[src/rtl/cplx_alu_pipe.sv]
`default_nettype none
// ============================================================================
// Module   : cplx_alu_pipe
// Brief    : Two-stage pipelined complex ALU (ADD/SUB/MUL/ACC) with valid/ready
//            flow control and overflow flag. CPLX_ALU_SAT_EN selects saturation.
// Revision : 1.0 - initial release
// ============================================================================
module cplx_alu_pipe #(
    parameter int PART_LEN  = 8,
    parameter int FRAC_BITS = 0
) (
    input  logic                  clk_i,
    input  logic                  rstn_i,
    input  logic                  in_valid_i,
    output logic                  in_ready_o,
    input  logic [1:0]            op_i,
    input  logic [2*PART_LEN-1:0] a_i,
    input  logic [2*PART_LEN-1:0] b_i,
    input  logic                  acc_clr_i,
    output logic                  out_valid_o,
    input  logic                  out_ready_i,
    output logic [2*PART_LEN-1:0] res_o,
    output logic                  ovf_o
);
    localparam int         c_W      = 2 * PART_LEN;
    localparam int         c_XW     = 2 * PART_LEN + 1;
    localparam logic [1:0] c_OP_ADD = 2'b00;
    localparam logic [1:0] c_OP_SUB = 2'b01;
    localparam logic [1:0] c_OP_MUL = 2'b10;
    localparam logic [1:0] c_OP_ACC = 2'b11;

    function automatic logic [c_XW-1:0] sext_s(input logic [PART_LEN:0] v);
        return {{(c_XW-PART_LEN-1){v[PART_LEN]}}, v};
    endfunction

    function automatic logic [c_XW-1:0] sext_p(input logic [c_W-1:0] v);
        return {v[c_W-1], v};
    endfunction

    function automatic logic [c_W-1:0] sext_h(input logic [PART_LEN-1:0] v);
        return {{PART_LEN{v[PART_LEN-1]}}, v};
    endfunction

    function automatic logic [PART_LEN:0] add_h(input logic [PART_LEN-1:0] x,
                                                input logic [PART_LEN-1:0] y,
                                                input logic                sub);
        logic [PART_LEN:0] xe;
        logic [PART_LEN:0] ye;
        xe = {x[PART_LEN-1], x};
        ye = {y[PART_LEN-1], y};
        return sub ? (xe - ye) : (xe + ye);
    endfunction

    // Returns {ovf, part}; in range iff all bits above the part's sign bit match it.
    function automatic logic [PART_LEN:0] fin_part(input logic [c_XW-1:0] x);
        logic [PART_LEN+1:0] hi;
        logic                ov;
        logic [PART_LEN-1:0] v;
        hi = x[c_XW-1:PART_LEN-1];
        ov = !((&hi) || !(|hi));
`ifdef CPLX_ALU_SAT_EN
        if (ov)
            v = x[c_XW-1] ? {1'b1, {(PART_LEN-1){1'b0}}} : {1'b0, {(PART_LEN-1){1'b1}}};
        else
            v = x[PART_LEN-1:0];
`else
        v = x[PART_LEN-1:0];
`endif
        return {ov, v};
    endfunction

    logic [PART_LEN-1:0] w_ar, w_ai, w_br, w_bi;
    logic                w_stall, w_adv;
    logic [c_W-1:0]      w_p_rr, w_p_ii, w_p_ri, w_p_ir;

    logic                s1_valid_q;
    logic [1:0]          s1_op_q;
    logic [c_W-1:0]      s1_a_q;
    logic [PART_LEN:0]   s1_sre_q, s1_sim_q;
    logic [c_W-1:0]      s1_prr_q, s1_pii_q, s1_pri_q, s1_pir_q;

    logic                out_valid_q, ovf_q, ovf_d;
    logic [c_W-1:0]      res_q, res_d, acc_q, acc_d;
    logic [c_W-1:0]      w_acc_base;
    logic [c_XW-1:0]     w_mre, w_mim, w_xre, w_xim;
    logic [PART_LEN:0]   w_fre, w_fim;

    assign w_ar = a_i[c_W-1:PART_LEN];
    assign w_ai = a_i[PART_LEN-1:0];
    assign w_br = b_i[c_W-1:PART_LEN];
    assign w_bi = b_i[PART_LEN-1:0];

    assign w_stall    = out_valid_q && !out_ready_i;
    assign w_adv      = !w_stall;
    assign in_ready_o = w_adv;

    assign w_p_rr = $signed(sext_h(w_ar)) * $signed(sext_h(w_br));
    assign w_p_ii = $signed(sext_h(w_ai)) * $signed(sext_h(w_bi));
    assign w_p_ri = $signed(sext_h(w_ar)) * $signed(sext_h(w_bi));
    assign w_p_ir = $signed(sext_h(w_ai)) * $signed(sext_h(w_br));

    always_ff @(posedge clk_i or negedge rstn_i) begin
        if (!rstn_i) begin
            s1_valid_q <= 1'b0;
            s1_op_q    <= '0;
            s1_a_q     <= '0;
            s1_sre_q   <= '0;
            s1_sim_q   <= '0;
            s1_prr_q   <= '0;
            s1_pii_q   <= '0;
            s1_pri_q   <= '0;
            s1_pir_q   <= '0;
        end else if (w_adv) begin
            s1_valid_q <= in_valid_i;
            s1_op_q    <= op_i;
            s1_a_q     <= a_i;
            s1_sre_q   <= add_h(w_ar, w_br, op_i == c_OP_SUB);
            s1_sim_q   <= add_h(w_ai, w_bi, op_i == c_OP_SUB);
            s1_prr_q   <= w_p_rr;
            s1_pii_q   <= w_p_ii;
            s1_pri_q   <= w_p_ri;
            s1_pir_q   <= w_p_ir;
        end
    end

    assign w_mre = sext_p(s1_prr_q) - sext_p(s1_pii_q);
    assign w_mim = sext_p(s1_pri_q) + sext_p(s1_pir_q);

    // A clear in the same cycle as an ACC commit is seen by that commit.
    always_comb begin
        w_acc_base = acc_clr_i ? '0 : acc_q;
        w_xre      = '0;
        w_xim      = '0;
        case (s1_op_q)
            c_OP_ADD, c_OP_SUB: begin
                w_xre = sext_s(s1_sre_q);
                w_xim = sext_s(s1_sim_q);
            end
            c_OP_MUL: begin
                w_xre = $signed(w_mre) >>> FRAC_BITS;
                w_xim = $signed(w_mim) >>> FRAC_BITS;
            end
            default: begin
                w_xre = sext_s(add_h(w_acc_base[c_W-1:PART_LEN], s1_a_q[c_W-1:PART_LEN], 1'b0));
                w_xim = sext_s(add_h(w_acc_base[PART_LEN-1:0], s1_a_q[PART_LEN-1:0], 1'b0));
            end
        endcase
        w_fre = fin_part(w_xre);
        w_fim = fin_part(w_xim);
        res_d = {w_fre[PART_LEN-1:0], w_fim[PART_LEN-1:0]};
        ovf_d = w_fre[PART_LEN] | w_fim[PART_LEN];
        acc_d = w_acc_base;
        if (w_adv && s1_valid_q && (s1_op_q == c_OP_ACC))
            acc_d = res_d;
    end

    always_ff @(posedge clk_i or negedge rstn_i) begin
        if (!rstn_i) begin
            out_valid_q <= 1'b0;
            res_q       <= '0;
            ovf_q       <= 1'b0;
            acc_q       <= '0;
        end else begin
            acc_q <= acc_d;
            if (w_adv) begin
                out_valid_q <= s1_valid_q;
                if (s1_valid_q) begin
                    res_q <= res_d;
                    ovf_q <= ovf_d;
                end
            end
        end
    end

    assign out_valid_o = out_valid_q;
    assign res_o       = res_q;
    assign ovf_o       = ovf_q;

endmodule
`default_nettype wire

[config.mk]
export PLATFORM = sky130hd
export DESIGN_NAME = cplx_alu_pipe
export DESIGN_NICKNAME = d
export VERILOG_FILES = /design/src/rtl/cplx_alu_pipe.sv
export SDC_FILE = /design/constraint.sdc
export NUM_CORES = 1
export LEC_CHECK = 0
export CAP_MARGIN = 25
export CORE_ASPECT_RATIO = 0.9
export CORE_MARGIN = 10
export CORE_UTILIZATION = 60
export CTS_CLUSTER_SIZE = 8
export DETAILED_ROUTE_END_ITERATION = 12
export HOLD_SLACK_MARGIN = 0.05
export PLACE_DENSITY = 0.78
export REMOVE_ABC_BUFFERS = 1
export SLEW_MARGIN = 10
export SYNTH_ARGS = -nofsm -noshare
export SYNTH_HDL_FRONTEND = slang
export SYNTH_SLANG_ARGS = --single-unit
[constraint.sdc]
create_clock -name clk_i -period 3.94 [get_ports clk_i]
set_input_delay 0.591 -clock clk_i [delete_from_list [all_inputs] [get_ports clk_i]]
set_output_delay 0.591 -clock clk_i [all_outputs]
set_load 0.02 [all_outputs]
==> Word-level counts from Yosys, hierarchy flattened <==
Index checks and enable logic that the tools add are counted.
Widths: inputs -> output; s select.
{ "classes": {"add_sub_neg": 8, "multipliers": 4, "eq_ne": 4, "mux": 6, "bitwise_logic": 2, "reduce_logical": 18} }
{ "op_table": {"columns": ["cell", "n"], "rows": [
  ["$pmux 17 s2", 2],
  ["$mul 8x8->16", 4],
  ["$add 8x8->9", 4],
  ["$mux 16", 2],
  ["$reduce_and 10->1", 2],
  ["$reduce_or 10->1", 2],
  ["$mux 9", 2],
  ["$sub 8x8->9", 2],
  ["$add 16x16->17", 1],
  ["$sub 16x16->17", 1],
  ["$logic_not 1->1", 6],
  ["$eq 2x1->1 const B", 2],
  ["$eq 2x2->1 const B", 2],
  ["$logic_and 1x1->1", 3],
  ["$logic_not 2->1", 1],
  ["$logic_or 1x1->1", 2],
  ["$reduce_and 2->1", 1],
  ["$reduce_or 2->1", 1],
  ["$not 1->1", 1],
  ["$or 1x1->1", 1]
]} }
{ "word_totals": {"ff_bits": 135, "in_bits": 39, "out_inout_bits": 19, "word_cells": 55} }

==> Longest topological paths before layout <==
Gate-level depths: netlist of run 1.
{ "logic_depth": {"depth_word": 8, "ltp_mapped": 22, "ltp_nobuf": 21} }

==> Worst setup path before layout of run 1 <==
OpenSTA, ideal clock, no wires.
{ "synth_path": {"path_type": "input to register", "start": "input port b_i[10]", "end": "register s1_pir_q[14]", "setup_ps": 95, "arrival_ps": 4922, "required_time_ps": 3845, "slack_ps": -1077, "path_stages": 21, "cell_sequence": "clkbuf_1 clkbuf_1 and2_1 fa_1 inv_1 fa_1 inv_1 fa_1 inv_1 fa_1 inv_1 ha_1 o21ai_0 a21boi_0 o21ai_0 a21boi_0 o21ai_0 a21boi_0 o21ai_0 and3_1 o31ai_1"} }
{ "synth_between": {"elab_chain_cells": 1} }
{ "synth_rtl": {"columns": ["item", "line_no", "rtl"], "rows": [
  ["from (decl)", "18", "input logic [2*PART_LEN-1:0] b_i,"],
  ["$mul 8x8->16", "100", "assign w_p_ir = $signed(sext_h(w_ai)) * $signed(sext_h(w_br));"],
  ["to (signal assigned)", "122", "s1_pir_q <= w_p_ir;"],
  ["to (decl)", "80", "logic [c_W-1:0] s1_prr_q, s1_pii_q, s1_pri_q, s1_pir_q;"]
]} }
Every way passes these cells.
A chain may end at the register's enable or synchronous reset.

==> Final worst setup path of run 1 <==
{ "layout_path": {"start": "input port b_i[12]", "end": "register s1_pir_q[15]"} }
Same word-level chain as after synthesis.

==> insert_results.sql, run 1 <==
INSERT INTO impl_metrics (metric_group, metric, value, unit) VALUES
('final_layout', 'flow.area_growth_from_synthesis', '30.6', '%'),
('clock_tree', 'cts_tree', 'done', ''),
('final_layout', 'filler_cell_count', '1703', ''),
('die', 'design.die.area', '37900', 'µm²'),
('synth', 'synth.top_cell.area_share', '24.7', '%'),
('die', 'core', '30000', 'µm²'),
('worst_setup_path', 'timing.critical_path.cells', 'buf_4 -> buf_4 -> and2_1 -> fa_2 -> inv_2 -> fa_1 -> inv_2 -> ha_4 -> inv_2 -> fa_1 -> inv_1 -> ha_1 -> a21o_1 -> a21oi_2 -> o21ai_2 -> a21oi_4 -> o21ai_2 -> a211o_1 -> a21o_1 -> a21oi_2 -> xnor2_2 -> a21oi_1', ''),
('grt', 'grt_first_pass_wirelength', '93.4', 'mm'),
('worst_setup_path', 'critical_path.reg2reg.startpoint', 's1_prr_q[0]$_DFFE_PN0N_', ''),
('worst_hold_path', 'holdCritPathClass', 'input port to asynchronous set/reset pin', ''),
('synth', 'synth-edff-count', '0', ''),
('timing', 'layout_setup_ws', '-928', 'ps'),
('worst_setup_path', 'r2r_slack', '400', 'ps'),
('timing', 'min_period_over_period', '124', '%'),
('clock_tree', 'clk_tree_root_cell', 'clkbuf_16', ''),
('synth', 'syn-instance-count', '2138', ''),
('timing', 'worstMarginPinSlew', '1040', 'ps'),
('grt', 'first_global_vias', '17900', ''),
('timing', 'slew_headroom', '30.8', '%'),
('synth', 'netlist-cell-type-count', '62', ''),
('synth', 'postSynthRegisterBits', '135', ''),
('worst_setup_path', 'critical_path_start_type', 'input port', ''),
('synth', 'synth_sequential_area_ratio', '18.4', '%'),
('power_and_ir_drop', 'fin_total_pwr', '17.0', 'mW'),
('timing', 'hold_violations', '0', ''),
('die', 'chipHeight', '186', 'µm'),
('clock_tree', 'htreeDepth', '4', ''),
('routing', 'detail_route.vias_per_cell', '6.10', ''),
('run_status', 'violations_in_the_final_reports', 'setup timing', ''),
('worst_setup_path', 'worstReg2RegEnd', 'ovf_o$_DFFE_PN0P_', ''),
('grt', 'grt_antenna_before_repair', '2', ''),
('worst_setup_path', 'data_arrival_at_the_endpoint_of_the_critical_path', '5190', 'ps'),
('worst_setup_path', 'buffering_stage_count_on_the_worst_path_with_inverters_included', '6', ''),
('clock_tree', 'clock_sinks', '135', ''),
('clock_tree', 'worstSkewPairLatency', '440', 'ps'),
('placement', 'finalWeightedCongestion', '0.897', ''),
('synth', 'ys_top_cells_by_area', 'fa_1 (25%), dfrtp_1 (18%), ha_1 (13%)', ''),
('power_and_ir_drop', 'power_per_cell_area', '712', 'nW/µm²'),
('grt', 'grt_busiest_layer', 'met2', ''),
('synth', 'async_reset_ff_share', '100', '%'),
('worst_setup_path', 'critPathMaxFanout', '6', ''),
('synth', 'ys.warnings.count', '0', ''),
('run', 'cap_viol_max_count', '0', ''),
('final_layout', 'drive_gt1_share', '26.7', '%'),
('worst_setup_path', 'worst_path_max_delay_cell', 'fa_1', ''),
('grt', 'gr-usage-met2', '50.8', '%'),
('grt', 'largest_net_degree_at_the_start_of_global_routing', '97', ''),
('final_layout', 'finalNetCount', '2921', ''),
('routing', 'detailedRoute.firstIterationViolations', '2037', ''),
('clock_tree', 'numCtsBuffers', '17', ''),
('die', 'effective_utilization_at_floorplan', '61.0', '%'),
('die', 'fp.dieW', '204', 'µm'),
('synth', 'dominantRegCellSynth', 'dfrtp_1', ''),
('timing', 'rsz0062_at_grt', 'true', ''),
('routing', 'final_antenna_net_count', '0', ''),
('synth', 'avgSynthCellArea', '8.57', 'µm²'),
('timing', 'setup_violations', '32', ''),
('run_status', 'outcome', 'finished, violations left', ''),
('placement', 'buffer_ports.inserted', '57', ''),
('routing', 'route.final.wire_length', '65.7', 'mm'),
('clock_tree', 'path_clk_slew', '80', 'ps'),
('worst_setup_path', 'number_of_cells_on_the_worst_reg_to_reg_path', '15', ''),
('synth', 'mapped_cell_area', '18300', 'µm²'),
('routing', 'wire_per_inst', '22.8', 'µm'),
('die', 'top_level_ports', '58', ''),
('timing', 'fin_skew', '13.8', 'ps'),
('grt', 'met1_usage', '37.8', '%'),
('placement', 'pre_cts_slack', '-1810', 'ps'),
('worst_setup_path', 'critical_path.max_stage_delay', '530', 'ps'),
('timing', 'tns', '-13360', 'ps'),
('routing', 'detailedRoute.firstPassIterationCount', '7', '');
==> layout make-up <==
type	count	area (µm²)	area share (%)
Clock inverter	14	156	0.654
Antenna cell	1	2.50	0.0105
Timing Repair Buffer	397	3620	15.1
Inverter	383	1450	6.08
Multi-Input combinational cell	1538	14400	60.1
Tap cell	403	504	2.11
Sequential cell	135	3380	14.1
Clock buffer	18	439	1.84
==> synthesized netlist by cell type, types with 4 or more instances <==
library cell  instances
a31oi_1               7
ha_1                184
and2_1              154
and3_1                7
xor2_1               38
buf_1                 4
o211ai_1             11
nor2_1              117
nor4_1                5
nor3_1               13
o41ai_1               5
a21oi_1             101
nor3b_1               5
nand2b_1             24
o21bai_1             12
or3_1                 6
a211oi_1              6
a21boi_0              9
o21a_1                7
o21ai_0              99
xnor2_1              74
dfrtp_1             135
o2111ai_1             5
nand2_1             268
nand3_1              19
o31ai_1              19
fa_1                226
mux2i_1              11
a21o_1               21
inv_1               381
nor2b_1              44
clkbuf_1             77
==> cells in the final DEF, fill, tap and decap left out, types with 12 or more instances in the layout <==
| cell | Yosys | routed |
|---|---|---|
| inv_1 | 381 | 331 |
| buf_4 | 0 | 268 |
| nand2_1 | 268 | 251 |
| fa_1 | 226 | 210 |
| ha_1 | 184 | 144 |
| dfrtp_1 | 135 | 135 |
| and2_1 | 154 | 116 |
| nor2_1 | 117 | 110 |
| a21oi_1 | 101 | 85 |
| o21ai_0 | 99 | 79 |
| xnor2_1 | 74 | 68 |
| buf_6 | 0 | 56 |
| inv_2 | 0 | 46 |
| and2_4 | 0 | 38 |
| nor2b_1 | 44 | 36 |
| xor2_1 | 38 | 36 |
| ha_4 | 0 | 36 |
| clkdlybuf4s50_1 | 0 | 24 |
| nand2b_1 | 24 | 23 |
| a21o_1 | 21 | 21 |
| clkbuf_16 | 0 | 17 |
| buf_8 | 0 | 17 |
| nand3_1 | 19 | 16 |
| fa_2 | 0 | 16 |
| nand2_2 | 0 | 15 |
| nor3_1 | 13 | 13 |
| o21ai_2 | 0 | 13 |
| buf_12 | 0 | 13 |
| buf_2 | 1 | 12 |
==> per-layer routing <==
metal	wire length, µm	up-vias
met5	28	-
li1	-	7393
met1	23000	8413
met3	7650	488
met2	29700	1311
met4	5370	4
==> logic make-up (layout without fill, tap and decap cells) <==
group	Yosys count	count (layout)	synth area share (%)
AOI/OAI and AO/OA	328	328	11.0
xor gates and xnor gates	112	112	5.35
adders and majority gates	410	410	37.3
buffers and inverters	465	812	9.53
DFF	135	135	18.4
muxes	14	14	0.785
other	0	1	0
and+or+nand+nor	674	674	17.7
==> how the worst max path moves through the flow <==
| stage | startpoint | end | slack (ps) | depth (start not counted) |
|---|---|---|---|---|
| CTS | b_i[11] | s1_pir_q[14]$_DFFE_PN0N_ | -600 | 21 |
| global placement | a_i[4] | s1_pii_q[14]$_DFFE_PN0N_ | -1660 | 21 |
| finish | b_i[12] | s1_pir_q[15]$_DFFE_PN0N_ | -930 | 22 |
| detailed placement | a_i[4] | s1_pir_q[14]$_DFFE_PN0N_ | -1810 | 20 |
| global route | b_i[12] | s1_pir_q[15]$_DFFE_PN0N_ | -1010 | 22 |
| floorplan | out_ready_i | acc_q[7]$_DFF_PN0_ | -3410 | 5 |
==> worst reg2reg max path, cell delays in order (launching register included) <==
cell and delay [ps]:
dfrtp_1 370, inv_1 100, ha_1 240, inv_1 70, fa_1 410, a21o_1 210
a22oi_1 290, nand3_1 170, a41oi_1 300, nor2_1 70, o41ai_1 460, and3_1 240
a41oi_1 120, mux2i_1 140, buf_4 180, a21oi_2 60
==> metrics by stage <==
step	util [%]	hold slack [ps]	instances	instance area (µm²)
after floorplan	-	295	2056	18000
after global placement	69.9	450	2752	21000
after detailed placement	69.9	463	2752	21000
after CTS	76.9	229	2862	23100
after global routing	79.7	237	2888	23900
final	79.7	181	2889	23900
==> state kept, by name (all words and copies together) (netlist names) <==
| signal | count |
|---|---|
| s1_prr_q | 16 |
| ovf_o | 1 |
| s1_valid_q | 1 |
| s1_sre_q | 9 |
| s1_pri_q | 16 |
| s1_a_q | 16 |
| out_valid_o | 1 |
| s1_pii_q | 16 |
| acc_q | 16 |
| s1_pir_q | 16 |
| s1_sim_q | 9 |
| s1_op_q | 2 |
| res_o | 16 |
==> report_power, final <==
group | switching (mW) | internal [mW] | total [mW] | leakage [nW]
clock | 0.768 | 0.918 | 1.69 | 0.289
sequential | 0.329 | 1.89 | 2.22 | 1.63
combinational | 7.00 | 6.12 | 13.1 | 9.89
==> timing repair <==
action | in CTS | in global routing
gates resized for setup | 395 | 172
hold buffers | 0 | 0
cloned | 8 | 0
pin swaps | 155 | 135
setup endpoints to repair | 37 | 32
setup buffers | 70 | 39
Note: power is estimated with default switching activity, not from simulation.
==> inputs of run 2 (changes only) <==
--- a/config.mk
+++ b/config.mk
@@ -8,11 +8,11 @@
 export CAP_MARGIN = 25
 export CORE_ASPECT_RATIO = 0.9
 export CORE_MARGIN = 10
-export CORE_UTILIZATION = 60
+export CORE_UTILIZATION = 54
 export CTS_CLUSTER_SIZE = 8
 export DETAILED_ROUTE_END_ITERATION = 12
 export HOLD_SLACK_MARGIN = 0.05
-export PLACE_DENSITY = 0.78
+export PLACE_DENSITY = 0.71
 export REMOVE_ABC_BUFFERS = 1
 export SLEW_MARGIN = 10
 export SYNTH_ARGS = -nofsm -noshare
==> run 2 against run 1 <==
- the flow still finishes with violations (setup timing)
- count of clock-buffer cells in the layout shrank 1
- wire length decreased by 16%
- power is 3.4% lower
- first-iteration DRC count fell by 37%
- worst hold slack got worse by 22 ps
- register-to-register slack lost 230 ps
- clock power increased by 4%
- via count is 8.5% lower
- global-route usage down 5.8 points
- critical endpoint is now s1_prr_q[15]$_DFFE_PN0N_
==> insert_results.sql, run 2 (synthesis gave the netlist of run 1 again) <==
INSERT INTO impl_metrics (metric_group, metric, value, unit) VALUES
('run_status', 'outcome', 'finished, violations left', ''),
('run_status', 'violations_in_the_final_reports', 'setup timing', ''),
('worst_setup_path', 'r2r_slack', '170', 'ps'),
('placement', 'placedCellCount', '2809', ''),
('timing', 'hold_violations', '0', ''),
('timing', 'min_period', '4460', 'ps'),
('worst_setup_path', 'endpoint_kind', 'flop', ''),
('final_layout', 'flow.area_growth_from_synthesis', '31.9', '%'),
('placement', 'finalWeightedCongestion', '0.950', ''),
('clock_tree', 'clock_sinks', '135', ''),
('routing', 'detail_route.vias_per_cell', '5.49', ''),
('die', 'placement_rows', '63', ''),
('timing', 'layout_setup_ws', '-524', 'ps'),
('clock_tree', 'worstSkewPairLatency', '430', 'ps'),
('power_and_ir_drop', 'clockPowerShare', '10.6', '%'),
('grt', 'largest_net_degree_at_the_start_of_global_routing', '124', ''),
('power_and_ir_drop', 'ir_drop', '0.000472', 'V'),
('timing', 'setup_violations', '23', ''),
('power_and_ir_drop', 'power_switching', '7.43', 'mW'),
('die', 'design.die.area', '41700', 'µm²'),
('power_and_ir_drop', 'power.switching_fraction', '45.2', '%'),
('final_layout', 'diodes', '0', ''),
('clock_tree', 'numCtsBuffers', '17', ''),
('routing', 'route.final.wire_length', '55.4', 'mm'),
('worst_setup_path', 'critPathMaxFanout', '5', ''),
('clock_tree', 'clk_tree_root_cell', 'clkbuf_16', ''),
('clock_tree', 'htreeDepth', '4', ''),
('routing', 'detailedRoute.firstPassIterationCount', '5', ''),
('clock_tree', 'cts_tree', 'done', ''),
('grt', 'grt_first_pass_wirelength', '86.4', 'mm'),
('worst_hold_path', 'holdCritPathClass', 'input port to asynchronous set/reset pin', ''),
('timing', 'timing_max_transition_violations_final', '0', ''),
('die', 'chipHeight', '195', 'µm'),
('die', 'core', '33200', 'µm²'),
('routing', 'wire_per_inst', '18.9', 'µm'),
('final_layout', 'filler_cell_count', '2320', ''),
('routing', 'drc_errors', '0', ''),
('die', 'effective_utilization_at_floorplan', '55.2', '%'),
('timing', 'finalHoldWorstSlack', '159', 'ps'),
('final_layout', 'finalNetCount', '2918', ''),
('timing', 'slew_headroom', '25.9', '%'),
('power_and_ir_drop', 'intPower', '9.01', 'mW'),
('grt', 'grt_overall_usage', '25.5', '%'),
('final_layout', 'final_cells', '2936', ''),
('clock_tree', 'path_clk_slew', '70', 'ps'),
('final_layout', 'layout_commonest_cell', 'inv_1', ''),
('power_and_ir_drop', 'p_leak', '11.9', 'nW'),
('power_and_ir_drop', 'portion_of_total_power_attributed_to_sequential_cells', '13.2', '%'),
('placement', 'place.detailed.hpwl', '38.2', 'mm'),
('timing', 'fin_skew', '13.9', 'ps'),
('grt', 'globalRoute.totalOverflow', '0', ''),
('die', 'top_level_ports', '58', ''),
('routing', 'detailedRoute.firstIterationViolations', '1274', ''),
('worst_setup_path', 'critical_path_start_type', 'input port', ''),
('clock_tree', 'cts_hold_fix_bufs', '0', ''),
('worst_setup_path', 'data_arrival_at_the_endpoint_of_the_critical_path', '4760', 'ps'),
('timing', 'worstMarginPinSlew', '1110', 'ps'),
('run', 'cap_viol_max_count', '0', ''),
('final_layout', 'mostFrequentLayoutCells', 'inv_1 (325), buf_4 (257), nand2_1 (247)', ''),
('worst_setup_path', 'critical_path_class', 'input port to flop', ''),
('power_and_ir_drop', 'combinationalPowerShare', '76.2', '%'),
('worst_setup_path', 'worst-endpoint-required', '4240', 'ps'),
('routing', 'detailroute.via_count', '16100', ''),
('clock_tree', 'clock_tree.buffer_depth', '2', ''),
('placement', 'buffer_ports.inserted', '57', ''),
('power_and_ir_drop', 'power_per_cell_area', '680', 'nW/µm²'),
('timing', 'rsz0062_at_grt', 'true', ''),
('routing', 'final_antenna_net_count', '0', ''),
('timing', 'min_period_over_period', '113', '%'),
('grt', 'grt_antenna_before_repair', '0', ''),
('final_layout', 'drive_gt1_share', '26.6', '%'),
('grt', 'first_global_vias', '16600', ''),
('timing', 'fmax', '0.224', 'GHz'),
('die', 'fp.dieW', '214', 'µm');
==> run 2: layer usage <==
metal	track usage (%)	part of all wire [%]
met1	33.8	41
met2	40.3	46
met3	5.32	8.9
met4	9.30	3.9
met5	0	0
==> run 2: worst paths after layout <==
path,from,to,cells past startpoint
max in group asynchronous,rstn_i,s1_a_q[9]$_DFFE_PN0N_,2
setup / recovery,a_i[12],s1_prr_q[15]$_DFFE_PN0N_,21
hold / removal,rstn_i,s1_prr_q[11]$_DFFE_PN0N_,1
min in group clk_i,s1_sre_q[1]$_DFFE_PN0N_,s1_sre_q[1]$_DFFE_PN0N_,2
hold reg to reg,s1_sre_q[1]$_DFFE_PN0N_,s1_sre_q[1]$_DFFE_PN0N_,2
setup reg to reg,s1_prr_q[0]$_DFFE_PN0N_,ovf_o$_DFFE_PN0P_,15
==> run 2: layout make-up <==
class / instances / area, µm² / area share, %
Clock buffer: 17 / 425 / 1.76
Clock inverter: 14 / 188 / 0.776
Inverter: 383 / 1450 / 5.99
Multi-Input combinational cell: 1538 / 14400 / 59.6
Sequential cell: 135 / 3380 / 14.0
Tap cell: 455 / 569 / 2.36
Timing Repair Buffer: 394 / 3760 / 15.5
==> run 2: per-stage QoR <==
stage	area (µm²)	TNS, ps	utilization, %	total power [mW]	setup slack (ps)
floorplan	18000	-288140	-	8.76	-3410
global route	24200	-11120	72.8	17.8	-715
global placement	21100	-43330	63.6	11.8	-1690
CTS	23300	-6660	70.3	15.3	-581
finish	24200	-7480	72.8	16.4	-524
detailed placement	21100	-46130	63.6	12.1	-1810
==> run 2: what timing repair did <==
action	in CTS	in global routing
pin swaps	152	157
gates resized for setup	419	175
cloned	8	0
setup buffers	82	31
setup endpoints to repair	37	30
==> run 2: critical path, stage by stage <==
cell       delay, ps
buf_8            110
buf_8            130
and2_4           140
fa_1             540
inv_2             60
fa_1             520
inv_2             50
fa_1             540
inv_1             70
fa_1             510
inv_2             50
ha_4             220
inv_2             70
o21ai_2           70
a21oi_2          180
nor2b_2           70
o2111ai_2        170
nand3_2          100
o41a_1           340
xnor2_1          150
a21oi_1           70
==> run 2: power groups by stage <==
| stage | combinational, mW | clock [mW] | sequential (mW) |
|---|---|---|---|
| after floorplan | 6.54 | 0 | 2.22 |
| after global placement | 9.65 | 0 | 2.17 |
| after detailed placement | 9.88 | 0 | 2.19 |
| after CTS | 11.4 | 1.75 | 2.16 |
| after global routing | 13.8 | 1.81 | 2.21 |
| final | 12.5 | 1.75 | 2.17 |
